File: src/rtl/toggle_cover_pkg.sv
// Shared types and width helpers for the toggle-cover reporter.
package toggle_cover_pkg;

  typedef enum logic {
    IDLE = 1'b0,
    SEND = 1'b1
  } state_t;

  function automatic int unsigned idx_w(input int unsigned total);
    return (total < 2) ? 1 : $clog2(total);
  endfunction

  function automatic int unsigned cnt_w(input int unsigned width);
    return $clog2(width + 1);
  endfunction

  // Width of a bit position inside a WIDTH-bit vector (at least 1).
  function automatic int unsigned pos_w(input int unsigned width);
    return (width < 2) ? 1 : $clog2(width);
  endfunction

endpackage

File: src/rtl/toggle_cover_prio_enc.sv
// Combinational lowest-set-bit encoder used to pick the next pending cover point.
module toggle_cover_prio_enc
  import toggle_cover_pkg::*;
#(
  parameter int unsigned WIDTH = 42
) (
  input  logic [WIDTH-1:0]        vector,
  output logic                    any,
  output logic [pos_w(WIDTH)-1:0] pos
);

  localparam int unsigned POS_W = pos_w(WIDTH);

  // Scan from the top so the lowest set bit is the last (winning) assignment.
  always_comb begin
    any = |vector;
    pos = '0;
    for (int i = int'(WIDTH) - 1; i >= 0; i--) begin
      if (vector[i]) pos = POS_W'(i);
    end
  end

endmodule

File: src/rtl/toggle_cover_reporter.sv
// Toggle-cover hit sink: sticky/pending bitmaps streamed out as global indices.
// Optional macro TOGGLE_COVER_DEDUP_EN reports each point only once until clear/reset.
module toggle_cover_reporter
  import toggle_cover_pkg::*;
#(
  parameter int unsigned WIDTH       = 42,
  parameter int unsigned COVER_INDEX = 0,
  parameter int unsigned COVER_TOTAL = 8940,
  parameter int unsigned IDX_W       = idx_w(COVER_TOTAL)
) (
  input  logic                    clock,
  input  logic                    reset,
  input  logic                    cover_en,
  input  logic [WIDTH-1:0]        valid,
  input  logic                    clear,
  output logic                    out_valid,
  input  logic                    out_ready,
  output logic [IDX_W-1:0]        out_index,
  output logic [cnt_w(WIDTH)-1:0] hit_count,
  output logic                    busy
);

  localparam int unsigned CNT_W = cnt_w(WIDTH);
  localparam int unsigned POS_W = pos_w(WIDTH);

  if (COVER_INDEX + WIDTH > COVER_TOTAL) begin : g_range_err
    $error("toggle_cover_reporter: COVER_INDEX + WIDTH exceeds COVER_TOTAL");
  end

  state_t             state, state_next;
  logic [WIDTH-1:0]   sticky, sticky_next;
  logic [WIDTH-1:0]   pending, pending_next;
  logic [POS_W-1:0]   sel_pos, sel_pos_next;
  logic               out_valid_next;
  logic [IDX_W-1:0]   out_index_next;
  logic [CNT_W-1:0]   hit_count_next;
  logic               busy_next;

  logic               enc_any;
  logic [POS_W-1:0]   enc_pos;
  logic [WIDTH-1:0]   hit;
  logic [WIDTH-1:0]   set_mask;
  logic [WIDTH-1:0]   release_mask;
  logic               handshake;
  logic [CNT_W-1:0]   popcnt;

  toggle_cover_prio_enc #(
    .WIDTH (WIDTH)
  ) u_prio_enc (
    .vector (pending),
    .any    (enc_any),
    .pos    (enc_pos)
  );

  // Next-state, bitmap and output computation.
  always_comb begin
    state_next     = state;
    sticky_next    = sticky;
    pending_next   = pending;
    sel_pos_next   = sel_pos;
    out_valid_next = out_valid;
    out_index_next = out_index;
    release_mask   = '0;

    hit       = cover_en ? valid : '0;
    handshake = (state == SEND) && out_valid && out_ready;

`ifdef TOGGLE_COVER_DEDUP_EN
    set_mask = hit & ~sticky;
`else
    set_mask = hit;
`endif

    popcnt = '0;
    for (int i = 0; i < int'(WIDTH); i++) begin
      popcnt = popcnt + CNT_W'(sticky[i]);
    end
    hit_count_next = popcnt;

    case (state)
      IDLE: begin
        if (enc_any) begin
          sel_pos_next   = enc_pos;
          out_index_next = IDX_W'(COVER_INDEX) + IDX_W'(enc_pos);
          out_valid_next = 1'b1;
          state_next     = SEND;
        end
      end
      SEND: begin
        if (handshake) begin
          release_mask   = WIDTH'(1) << sel_pos;
          out_valid_next = 1'b0;
          state_next     = IDLE;
        end
      end
      default: state_next = IDLE;
    endcase

    // A new hit re-arms a point in the same cycle its report is accepted.
    sticky_next  = sticky | hit;
    pending_next = (pending & ~release_mask) | set_mask;

    if (clear) begin
      sticky_next    = '0;
      pending_next   = '0;
      hit_count_next = '0;
      out_valid_next = 1'b0;
      state_next     = IDLE;
    end

    busy_next = (pending_next != '0) || out_valid_next;
  end

  always_ff @(posedge clock or posedge reset) begin
    if (reset) begin
      state     <= IDLE;
      sticky    <= '0;
      pending   <= '0;
      sel_pos   <= '0;
      out_valid <= 1'b0;
      out_index <= '0;
      hit_count <= '0;
      busy      <= 1'b0;
    end else begin
      state     <= state_next;
      sticky    <= sticky_next;
      pending   <= pending_next;
      sel_pos   <= sel_pos_next;
      out_valid <= out_valid_next;
      out_index <= out_index_next;
      hit_count <= hit_count_next;
      busy      <= busy_next;
    end
  end

endmodule
File: config.mk
export PLATFORM = sky130hd
export DESIGN_NAME = toggle_cover_reporter
export DESIGN_NICKNAME = d
export VERILOG_FILES = /design/src/rtl/toggle_cover_pkg.sv /design/src/rtl/toggle_cover_prio_enc.sv /design/src/rtl/toggle_cover_reporter.sv
export SDC_FILE = /design/constraint.sdc
export NUM_CORES = 1
export LEC_CHECK = 0
export BUFFER_PORTS_ARGS = -buffer_cell sky130_fd_sc_hd__buf_2
export CORE_ASPECT_RATIO = 0.6
export CORE_UTILIZATION = 52
export CTS_CLUSTER_SIZE = 40
export DETAILED_ROUTE_END_ITERATION = 16
export GPL_TIMING_DRIVEN = 1
export HOLD_SLACK_MARGIN = 0.12
export PLACE_DENSITY = 0.73
export RECOVER_POWER = 50
export SLEW_MARGIN = 10
export SYNTH_ARGS = -nofsm -noshare
export SYNTH_HDL_FRONTEND = slang
export SYNTH_SLANG_ARGS = --single-unit
export TNS_END_PERCENT = 20
File: constraint.sdc
create_clock -name clock -period 6.7 [get_ports clock]
set_input_delay 0.67 -clock clock [delete_from_list [all_inputs] [get_ports clock]]
set_output_delay 0.67 -clock clock [all_outputs]
set_load 0.02 [all_outputs]
# Word-level counts from Yosys, hierarchy flattened
# Index checks and enable logic that the tools add are counted.
# Widths: inputs -> output; s select.
[totals]
ff_bits = 99
input_bits = 47
elab_cells = 116
[classes]
add_sub_neg = 41
shifts = 1
mux = 56
bitwise = 5
reduce_logical = 6
[op_table]
columns = ["cell", "count"]
rows = [
  ["$mux 6", 43],
  ["$add 6x1->6", 36],
  ["$mux 42", 5],
  ["$or 42x42->42", 2],
  ["$and 42x42->42", 1],
  ["$not 42->42", 1],
  ["$reduce_bool 42->1", 1],
  ["$reduce_or 42->1", 1],
  ["$shl 1x6->42 const A", 1],
  ["$add 5x1->6", 1],
  ["$mux 1", 6],
  ["$add 4x1->5", 1],
  ["$add 3x1->4", 1],
  ["$pmux 1 s2", 2],
  ["$add 2x1->3", 1],
  ["$add 1x1->2", 1],
  ["$logic_and 1x1->1", 2],
  ["$reduce_and 2->1", 1],
  ["$logic_or 1x1->1", 1],
  ["$not 1->1", 1],
]

# Logic depth before layout (Yosys ltp)
# Gate-level depths: netlist of the first run.
[depth]
depth_word = 42
mapped_depth = 19

# Cells and area by module
# Synthesis of the first run repeated with hierarchy kept, for this count alone.
[unflattened]
hier_cells = 639
area_unflattened_um2 = 5925.7
[modules_own_cells]
columns = ["mod", "n_inst", "cells_per_inst", "area_each_um2"]
rows = [
  ["toggle_cover_reporter", 1, 548, 5377.7],
  ["toggle_cover_prio_enc", 1, 91, 548.0],
]

# Least setup slack after synthesis of the first run
# Ideal clock, no wire load.
[synth_timing]
path_kind = "register -> register"
startpoint = "register sticky[35]"
endpoint = "register hit_count[4]"
setup_time_ps = 132
t_arrival_ps = 5083
required_time_ps = 6568
setup_slack_ps = 1485
path_stages_with_launch = 20
path_buffers = 0
synth_period_minus_slack_ps = 5215
cell_sequence = "dfrtp_1 > inv_1 > fa_1 > inv_1 > fa_1 > inv_1 > fa_1 > inv_1 > fa_1 > inv_1 > fa_1 > fa_1 > fa_1 > inv_1 > ha_1 > fa_1 > a21o_1 > a21oi_1 > xor2_1 > nor2_1"
[synth_between]
elab_chain_cells = 8
[synth_lines]
columns = ["item", "line_no", "rtl"]
rows = [
  ["start, declared", "toggle_cover_reporter.sv:31", "logic [WIDTH-1:0] sticky, sticky_next;"],
  ["start signal, assigned", "toggle_cover_reporter.sv:126", "sticky <= sticky_next;"],
  ["$add 6x1->6 (7 in series)", "toggle_cover_reporter.sv:76", "popcnt = popcnt + CNT_W'(sticky[i]);"],
  ["$mux 6", "toggle_cover_reporter.sv:103", "if (clear) begin"],
  ["via hit_count_next[4]", "toggle_cover_reporter.sv:36", "logic [CNT_W-1:0] hit_count_next;"],
  ["end signal, assigned", "toggle_cover_reporter.sv:131", "hit_count <= hit_count_next;"],
  ["end, declared", "toggle_cover_reporter.sv:19", "output logic [cnt_w(WIDTH)-1:0] hit_count,"],
]
# The timed path passes the listed nets, and every way through them passes these cells.
# A chain may end at the register's enable or synchronous reset.

# Worst setup path after layout of the first run
[layout_timing]
startpoint = "input clear"
endpoint = "register busy"
[layout_between]
elab_chain_cells = 3
word_cells_on_any_way = 4
classes_between = "2 x mux; 2 x reduce/logical"
[layout_lines]
columns = ["item", "line_no", "rtl"]
rows = [
  ["start, declared", "toggle_cover_reporter.sv:15", "input logic clear,"],
  ["$mux 42", "toggle_cover_reporter.sv:103", ""],
  ["via pending_next[8]", "toggle_cover_reporter.sv:32", "logic [WIDTH-1:0] pending, pending_next;"],
  ["$reduce_bool 42->1", "toggle_cover_reporter.sv:111", "busy_next = (pending_next != '0) || out_valid_next;"],
  ["$logic_or 1x1->1", "toggle_cover_reporter.sv:111", ""],
  ["via busy_next", "toggle_cover_reporter.sv:37", "logic busy_next;"],
  ["end signal, assigned", "toggle_cover_reporter.sv:132", "busy <= busy_next;"],
  ["end, declared", "toggle_cover_reporter.sv:20", "output logic busy"],
]
# The timed path passes the listed nets, and every way through them passes these cells.

==> flow_summary.yaml, run 1 <==
timing:
  totalNegativeSetupSlack_ps: 0
  timing_max_transition_violations_final: 172
  maxClockFrequency_ghz: 0.176
  tightestPinTransition_ps: 4270
  hold_violations: 0
  slew-limit-headroom: -1.84
  setup_violations: 0
  final_period_util: 0.846
  grt_setup_unrepaired: "no"
  layout_min_cycle_time_ps: 5670
  skew_ps: 9.30
final_layout:
  diodes: 0
  synthToLayoutAreaGrowth_pct: 10.7
  finalCoreUtilization: 0.593
  most-common-layout-cells: "sky130_fd_sc_hd__a21oi_1 (99), sky130_fd_sc_hd__dfrtp_1 (99), sky130_fd_sc_hd__inv_1 (68)"
  layout.filler_cells: 913
  post_route_cells_drive_above_1_share: 0.124
  finalNetCount: 723
grt:
  grt_start_max_net_pins: 94
  grt_usage: 0.304
  grt.overflow.total: 0
  grt_first_pass_wirelength_mm: 25.4
  vias_in_the_first_global_route: 4669
  antenna_found_initial: 1
clocking:
  post_cts_resized: 0
  clk_pin_slew_worst_paths_ps: 70
  clock_latency_ps: 350
  cts_buffer_depth: 2
  ctsHtreeMaxLevel: 3
  cts_buffers: 9
  root_buffer: "sky130_fd_sc_hd__clkbuf_16"
  tritoncts: "done"
  post_cts_hold_buffer_count: 0
  clock-sinks: 99
  postCtsSetupRepairBufs: 0
detailed_routing:
  detail_route.drc_violations: 0
  detail_route.first_pass.iterations: 5
  drt-vias-per-instance: 6.21
  route.antenna.remaining_nets: 0
  detailedRoute.firstIterationViolations: 580
  drt_wl_total_mm: 16.2
  wl_cell_um: 20.9
  via_count: 4829
placement:
  dp.final_hpwl_mm: 12.0
  port-buffer-count: 60
  gpl.final_weighted_congestion: 1.02
flow_run:
  max_cap_violations: 2
critical_path:
  criticalPathCategory: "input port to register"
  worstPathRequired_ps: 6900
  cp.depth: 7
  critical_path.reg2reg.endpoint: "hit_count[4]$_DFF_PP0_"
  start_kind: "input port"
  r2r-start: "sticky[35]$_DFF_PP0_"
  timing.critical_path.from: "clear"
  timing.critical_path.buf_inv: 2
  worstPathCellList: "buf_2, clkbuf_1, a311oi_1, nor2_1, nor4b_1, nand4_1, or4_1"
  cpPeakStageDelay_ps: 2980
  cpMaxStageDelayCell: "sky130_fd_sc_hd__clkbuf_1"
  worst_r2r_path_depth: 19
  critical_path_peak_fanout: 93
  end_point_of_the_critical_path: "busy$_DFF_PP0_"
  timing.critical_path.arrival_ps: 5870
  critical-path-top-delay-family: "buffers and inverters"
  r2r_setup_slack_ps: 1160
  setup.worst_path.end_class: "register"
status:
  failed_checks: "max-capacitance violations, max-slew violations"
  outcome: "finished with violations"
logic_synthesis:
  netlist-cell-type-count: 52
  dominantRegCellSynth: "sky130_fd_sc_hd__dfrtp_1"
  syn-mean-instance-area_um2: 9.65
  synth-warning-count: 0
  synthArstFlopShare: 1.00
  syn_area_um2: 5670
  ys_ff_latch: 99
  synth_enable_flop_cells: 0
  ys_seq_area_frac: 0.437
  syn_inst: 588
power:
  peak_supply_drop_mv: 0.300
  p_per_area_nw_per_um2: 344
  p_leak_uw: 0.00282
  fin_total_pwr_uw: 2160
worst_hold_path:
  classification_of_the_worst_slack_hold_path: "input port to async pin"
floorplan:
  floorplan.die.height_um: 82.9
  starting_density: 0.536
  num_rows: 29
  fp.dieW_um: 137
  core_um2: 10600
  floorplan.io_pins: 69
  fp.dieArea_um2: 11300
[metal layers]
layer  global-route usage  vias to the layer above  share of wire
li1                     -                     2146              -
met1                0.457                     2371           0.44
met2                0.416                      296           0.42
met3                0.104                       16           0.13
met4               0.0829                        0          0.012
met5                    0                        -              0
[cell usage after synthesis, types with 2 or more instances]
| cell type | n | area share |
|---|---|---|
| sky130_fd_sc_hd__inv_1 | 69 | 0.046 |
| sky130_fd_sc_hd__o21bai_1 | 2 | 0.0026 |
| sky130_fd_sc_hd__nand3b_1 | 3 | 0.0040 |
| sky130_fd_sc_hd__nor2_1 | 44 | 0.029 |
| sky130_fd_sc_hd__nand3_1 | 2 | 0.0018 |
| sky130_fd_sc_hd__o2111ai_1 | 2 | 0.0031 |
| sky130_fd_sc_hd__nor4_1 | 20 | 0.022 |
| sky130_fd_sc_hd__nand2_1 | 49 | 0.032 |
| sky130_fd_sc_hd__fa_1 | 33 | 0.12 |
| sky130_fd_sc_hd__buf_1 | 5 | 0.0033 |
| sky130_fd_sc_hd__nor4_2 | 2 | 0.0044 |
| sky130_fd_sc_hd__a211oi_1 | 4 | 0.0053 |
| sky130_fd_sc_hd__nor2b_1 | 8 | 0.0088 |
| sky130_fd_sc_hd__o21a_1 | 3 | 0.0040 |
| sky130_fd_sc_hd__buf_4 | 8 | 0.011 |
| sky130_fd_sc_hd__o31ai_1 | 6 | 0.0079 |
| sky130_fd_sc_hd__buf_2 | 3 | 0.0026 |
| sky130_fd_sc_hd__nand2b_1 | 3 | 0.0033 |
| sky130_fd_sc_hd__o21ai_0 | 8 | 0.0071 |
| sky130_fd_sc_hd__and3_1 | 3 | 0.0033 |
| sky130_fd_sc_hd__nand4_1 | 3 | 0.0033 |
| sky130_fd_sc_hd__o41ai_1 | 6 | 0.0093 |
| sky130_fd_sc_hd__a21oi_1 | 99 | 0.087 |
| sky130_fd_sc_hd__ha_1 | 10 | 0.022 |
| sky130_fd_sc_hd__o311a_1 | 2 | 0.0035 |
| sky130_fd_sc_hd__clkbuf_1 | 22 | 0.015 |
| sky130_fd_sc_hd__a31oi_1 | 2 | 0.0022 |
| sky130_fd_sc_hd__nor4b_1 | 2 | 0.0031 |
| sky130_fd_sc_hd__a21o_1 | 2 | 0.0026 |
| sky130_fd_sc_hd__nor3_1 | 10 | 0.0088 |
| sky130_fd_sc_hd__dfrtp_1 | 99 | 0.44 |
| sky130_fd_sc_hd__or4_4 | 2 | 0.0040 |
| sky130_fd_sc_hd__a311oi_1 | 33 | 0.051 |
[layout make-up]
class / count / area [um^2] / area share
well taps: 139 / 174 / 0.0277
repair buffers: 65 / 319 / 0.0508
flip-flops and latches: 99 / 2480 / 0.394
clock inverters: 5 / 30.0 / 0.00478
clock buffers: 11 / 233 / 0.0371
multi-input cells: 389 / 2790 / 0.444
inverters: 69 / 260 / 0.0414
[where the power goes]
group | internal, uW | total (uW) | switching [uW]
Sequential | 656 | 715 | 59.2
Clock | 250 | 475 | 225
Combinational | 427 | 971 | 544
Total | 1330 | 2160 | 828
[state kept, by name, indices dropped and copies added (netlist names)]
| name | flops |
|---|---|
| state | 1 |
| sel_pos | 6 |
| out_valid | 1 |
| busy | 1 |
| sticky | 42 |
| hit_count | 6 |
| pending | 42 |
[stage by stage]
step | setup slack [ps] | instances | hold slack, ps | instance area [um^2]
floorplan | 1490 | 595 | 462 | 5700
global placement | 1380 | 761 | 487 | 6040
detailed placement | 1280 | 761 | 503 | 6040
CTS | 1280 | 777 | 275 | 6300
global route | 731 | 777 | 546 | 6280
finish | 1030 | 777 | 496 | 6280
[worst min-delay path by stage]
stage                                    start              endpoint  slack, ps
after floorplan           sticky[40]$_DFF_PP0_  sticky[40]$_DFF_PP0_        460
after CTS                                reset   sticky[7]$_DFF_PP0_        270
after global placement     sticky[8]$_DFF_PP0_   sticky[8]$_DFF_PP0_        490
after global routing       sticky[8]$_DFF_PP0_   sticky[8]$_DFF_PP0_        550
final                                    reset   sticky[7]$_DFF_PP0_        500
after detailed placement   sticky[8]$_DFF_PP0_   sticky[8]$_DFF_PP0_        500
[cells by family after synthesis]
family          count (synthesis)  share of synthesized area
compound gates                176                      0.200
simple gates                  160                      0.145
buf+inv                       107                     0.0767
flops                          99                      0.437
fa+ha+maj                      43                      0.138
xor+xnor                        2                    0.00309
other cells                     1                   0.000661
(Power assumes the default switching activity.)
==> inputs of run 2 (changes only) <==
--- a/config.mk
+++ b/config.mk
@@ -5,6 +5,7 @@
 export SDC_FILE = /design/constraint.sdc
 export NUM_CORES = 1
 export LEC_CHECK = 0
+export ABC_AREA = 1
 export BUFFER_PORTS_ARGS = -buffer_cell sky130_fd_sc_hd__buf_2
 export CORE_ASPECT_RATIO = 0.6
 export CORE_UTILIZATION = 52
==> constraint.sdc (replaced) <==
create_clock -name clock -period 5.9 [get_ports clock]
set_input_delay 0.59 -clock clock [delete_from_list [all_inputs] [get_ports clock]]
set_output_delay 0.59 -clock clock [all_outputs]
set_load 0.02 [all_outputs]
==> run 2 against run 1 <==
The flow still finishes with violations (max-capacitance violations, max-slew violations). Non-clock buffer count fell by 3. Highest routed layer unchanged. Worst setup slack worse by 580 ps. Count of clock-buffer cells in the layout up 1. Synthesized area shrank 1.7%. Total power is 15% higher. Via count down 5.0%. Die area is 1.7% lower. Final cell count grew 11%.
==> flow_summary.yaml, run 2 <==
final_layout:
  diodes: 0
  finalNetCount: 813
  synthToLayoutAreaGrowth_pct: 11.5
  layout.filler_cells: 891
  post_route_cells_drive_above_1_share: 0.0934
  multi_input_area_um2: 2460
  reg_top3: "pending (42), sticky (42)"
  most-common-layout-cells: "sky130_fd_sc_hd__inv_1 (137), sky130_fd_sc_hd__nand2_1 (131), sky130_fd_sc_hd__dfrtp_1 (99)"
  area.sequential_um2: 2480
  mostFrequentLayoutCell: "sky130_fd_sc_hd__inv_1"
detailed_routing:
  via_count: 4586
  dr_wl_met3_mm: 1.66
  detail_route.drc_violations: 0
  met1Wirelength_mm: 6.73
  detailroute.wirelength.met2_mm: 6.09
  wl_cell_um: 17.0
  route.antenna.remaining_nets: 0
  drt_wl_total_mm: 14.6
  drt-vias-per-instance: 5.31
  top_signal_layer_used: "met4"
  detail_route.first_pass.iterations: 5
  detailedRoute.firstIterationViolations: 430
timing:
  layout_min_cycle_time_ps: 5450
  hold_violations: 0
  maxClockFrequency_ghz: 0.183
  tightestPinTransition_ps: 3440
  final_period_util: 0.924
  setup_violations: 0
  totalNegativeSetupSlack_ps: 0
  grt_setup_unrepaired: "no"
  skew_ps: 6.61
  slew-limit-headroom: -1.29
  timing_max_transition_violations_final: 102
  hold_slack_ps: 529
logic_synthesis:
  synth-warning-count: 0
  ys_seq_area_frac: 0.444
  synthDominantAreaCellType: "sky130_fd_sc_hd__dfrtp_1"
  synth.top_cells.by_count: "sky130_fd_sc_hd__inv_1 (138), sky130_fd_sc_hd__nand2_1 (131), sky130_fd_sc_hd__dfrtp_1 (99)"
  ys_ff_latch: 99
  dominantRegCellSynth: "sky130_fd_sc_hd__dfrtp_1"
  syn_inst: 671
  synth_enable_flop_cells: 0
  synth_top_area_frac: 0.444
  syn-mean-instance-area_um2: 8.31
  syn_area_um2: 5580
  netlist-cell-type-count: 25
  synth.most_common_cell: "sky130_fd_sc_hd__inv_1"
  synthArstFlopShare: 1.00
  synth.top_cells.by_area: "sky130_fd_sc_hd__dfrtp_1 (44%), sky130_fd_sc_hd__fa_1 (12%), sky130_fd_sc_hd__inv_1 (9.3%)"
worst_hold_path:
  classification_of_the_worst_slack_hold_path: "register to register"
flow_run:
  max_cap_violations: 2
clocking:
  clock_latency_ps: 350
  cts_buffers: 9
  ctsHtreeMaxLevel: 3
  postCtsSetupRepairBufs: 0
  clk_pin_slew_worst_paths_ps: 70
  root_buffer: "sky130_fd_sc_hd__clkbuf_16"
  cts_buffer_depth: 2
  clock-sinks: 99
  post_cts_resized: 0
  post_cts_hold_buffer_count: 0
  tritoncts: "done"
power:
  p_leak_uw: 0.00309
  p_per_area_nw_per_um2: 400
  net-switching-power_uw: 998
  combPwrFrac: 0.458
  cellInternalPower_uw: 1490
  pwr-share-clk: 0.226
  power.share.switching: 0.402
  sequentialPowerShare: 0.316
  peak_supply_drop_mv: 0.360
grt:
  grt_usage: 0.285
  grt.overflow.total: 0
  grt_start_max_net_pins: 79
  grt_first_pass_wirelength_mm: 23.0
  antenna_found_initial: 0
  vias_in_the_first_global_route: 4423
floorplan:
  fp.dieArea_um2: 11200
  floorplan.die.height_um: 82.2
  core_um2: 10100
  floorplan.io_pins: 69
  num_rows: 28
  fp.dieW_um: 136
  starting_density: 0.551
status:
  failed_checks: "max-capacitance violations, max-slew violations"
  outcome: "finished with violations"
placement:
  gpl.final_weighted_congestion: 0.947
  port-buffer-count: 60
  dp.final_hpwl_mm: 11.6
critical_path:
  criticalPathCategory: "register to register"
  worstPathRequired_ps: 6170
  timing.critical_path.arrival_ps: 5720
  start_kind: "register"
  critical_path_peak_fanout: 2
  setup.worst_path.end_class: "register"
run 2: changes by cell type in the layout (fill, tap and decap cells not counted), sizes merged, moves of 5 or more:
cell    before  now
a211oi       5    0
a311oi      33    0
nand4        3    9
a21oi       99   89
nor3        10    3
nor2b        8    0
o21ai        8   41
nand2       49  131
o41ai        6    0
nand3        3   15
inv         68  137
run 2: cell type report:
cell class	instances	area share
multi-input cells	411	0.396
flip-flops and latches	99	0.398
repair buffers	62	0.0481
clock buffers	12	0.0412
well taps	135	0.0272
clock inverters	4	0.00402
inverters	140	0.0847
run 2: stage by stage:
step           worst slack, ps  power (uW)  area (um^2)  cells  utilization
2_1_floorplan              779        1610         5600    678            -
3_3_place_gp               563        1870         5950    847        0.588
3_5_place_dp               464        1920         5950    847        0.588
4_1_cts                    438        2500         6240    863        0.616
5_1_grt                    147        2740         6220    863        0.614
6_report                   450        2490         6220    863        0.614
run 2: final timing paths:
check	startpoint	to	slack [ps]	cells after the start
worst min register to register	sticky[2]$_DFF_PP0_	sticky[2]$_DFF_PP0_	530	2
max in group asynchronous	reset	sticky[7]$_DFF_PP0_	1410	3
worst max-delay path	sticky[35]$_DFF_PP0_	hit_count[4]$_DFF_PP0_	450	21
min in group asynchronous	reset	pending[22]$_DFF_PP0_	630	2
worst min-delay path	sticky[2]$_DFF_PP0_	sticky[2]$_DFF_PP0_	530	2
worst max register to register	sticky[35]$_DFF_PP0_	hit_count[4]$_DFF_PP0_	450	21
run 2: cell families (layout without fill, tap and decap cells):
kind of cell | Yosys count | count (layout) | synth area share
other cells | 1 | 8 | 0.000672
flops | 99 | 99 | 0.444
simple gates | 220 | 220 | 0.165
compound gates | 140 | 140 | 0.130
fa+ha+maj | 43 | 43 | 0.141
buf+inv | 168 | 218 | 0.118
run 2: metal layers:
| layer | global-route usage | vias to the layer above |
|---|---|---|
| li1 | - | 2199 |
| met1 | 0.409 | 2155 |
| met2 | 0.415 | 217 |
| met3 | 0.104 | 15 |
| met4 | 0.0562 | 0 |
| met5 | 0 | - |
run 2: worst max-delay path: stages (launching register included):
cell and delay (ps):
sky130_fd_sc_hd__dfrtp_1 330, sky130_fd_sc_hd__inv_1 60, sky130_fd_sc_hd__fa_1 530, sky130_fd_sc_hd__inv_1 50, sky130_fd_sc_hd__fa_1 470, sky130_fd_sc_hd__inv_1 50, sky130_fd_sc_hd__fa_1 520, sky130_fd_sc_hd__inv_1 60
sky130_fd_sc_hd__fa_1 480, sky130_fd_sc_hd__inv_1 50, sky130_fd_sc_hd__fa_1 560, sky130_fd_sc_hd__fa_1 440, sky130_fd_sc_hd__fa_1 500, sky130_fd_sc_hd__inv_1 40, sky130_fd_sc_hd__ha_1 210, sky130_fd_sc_hd__fa_1 450
sky130_fd_sc_hd__nand2_1 80, sky130_fd_sc_hd__inv_1 50, sky130_fd_sc_hd__nor2_1 80, sky130_fd_sc_hd__nor2_1 60, sky130_fd_sc_hd__o21a_1 160, sky130_fd_sc_hd__nor3_1 130
run 2: power by group through the flow:
stage                     logic, uW  registers, uW  clock network, uW
after CTS                      1150            786                565
final                          1140            787                561
after detailed placement       1130            798                  0
after floorplan                 806            807                  0
after global placement         1080            795                  0
after global routing           1350            795                599
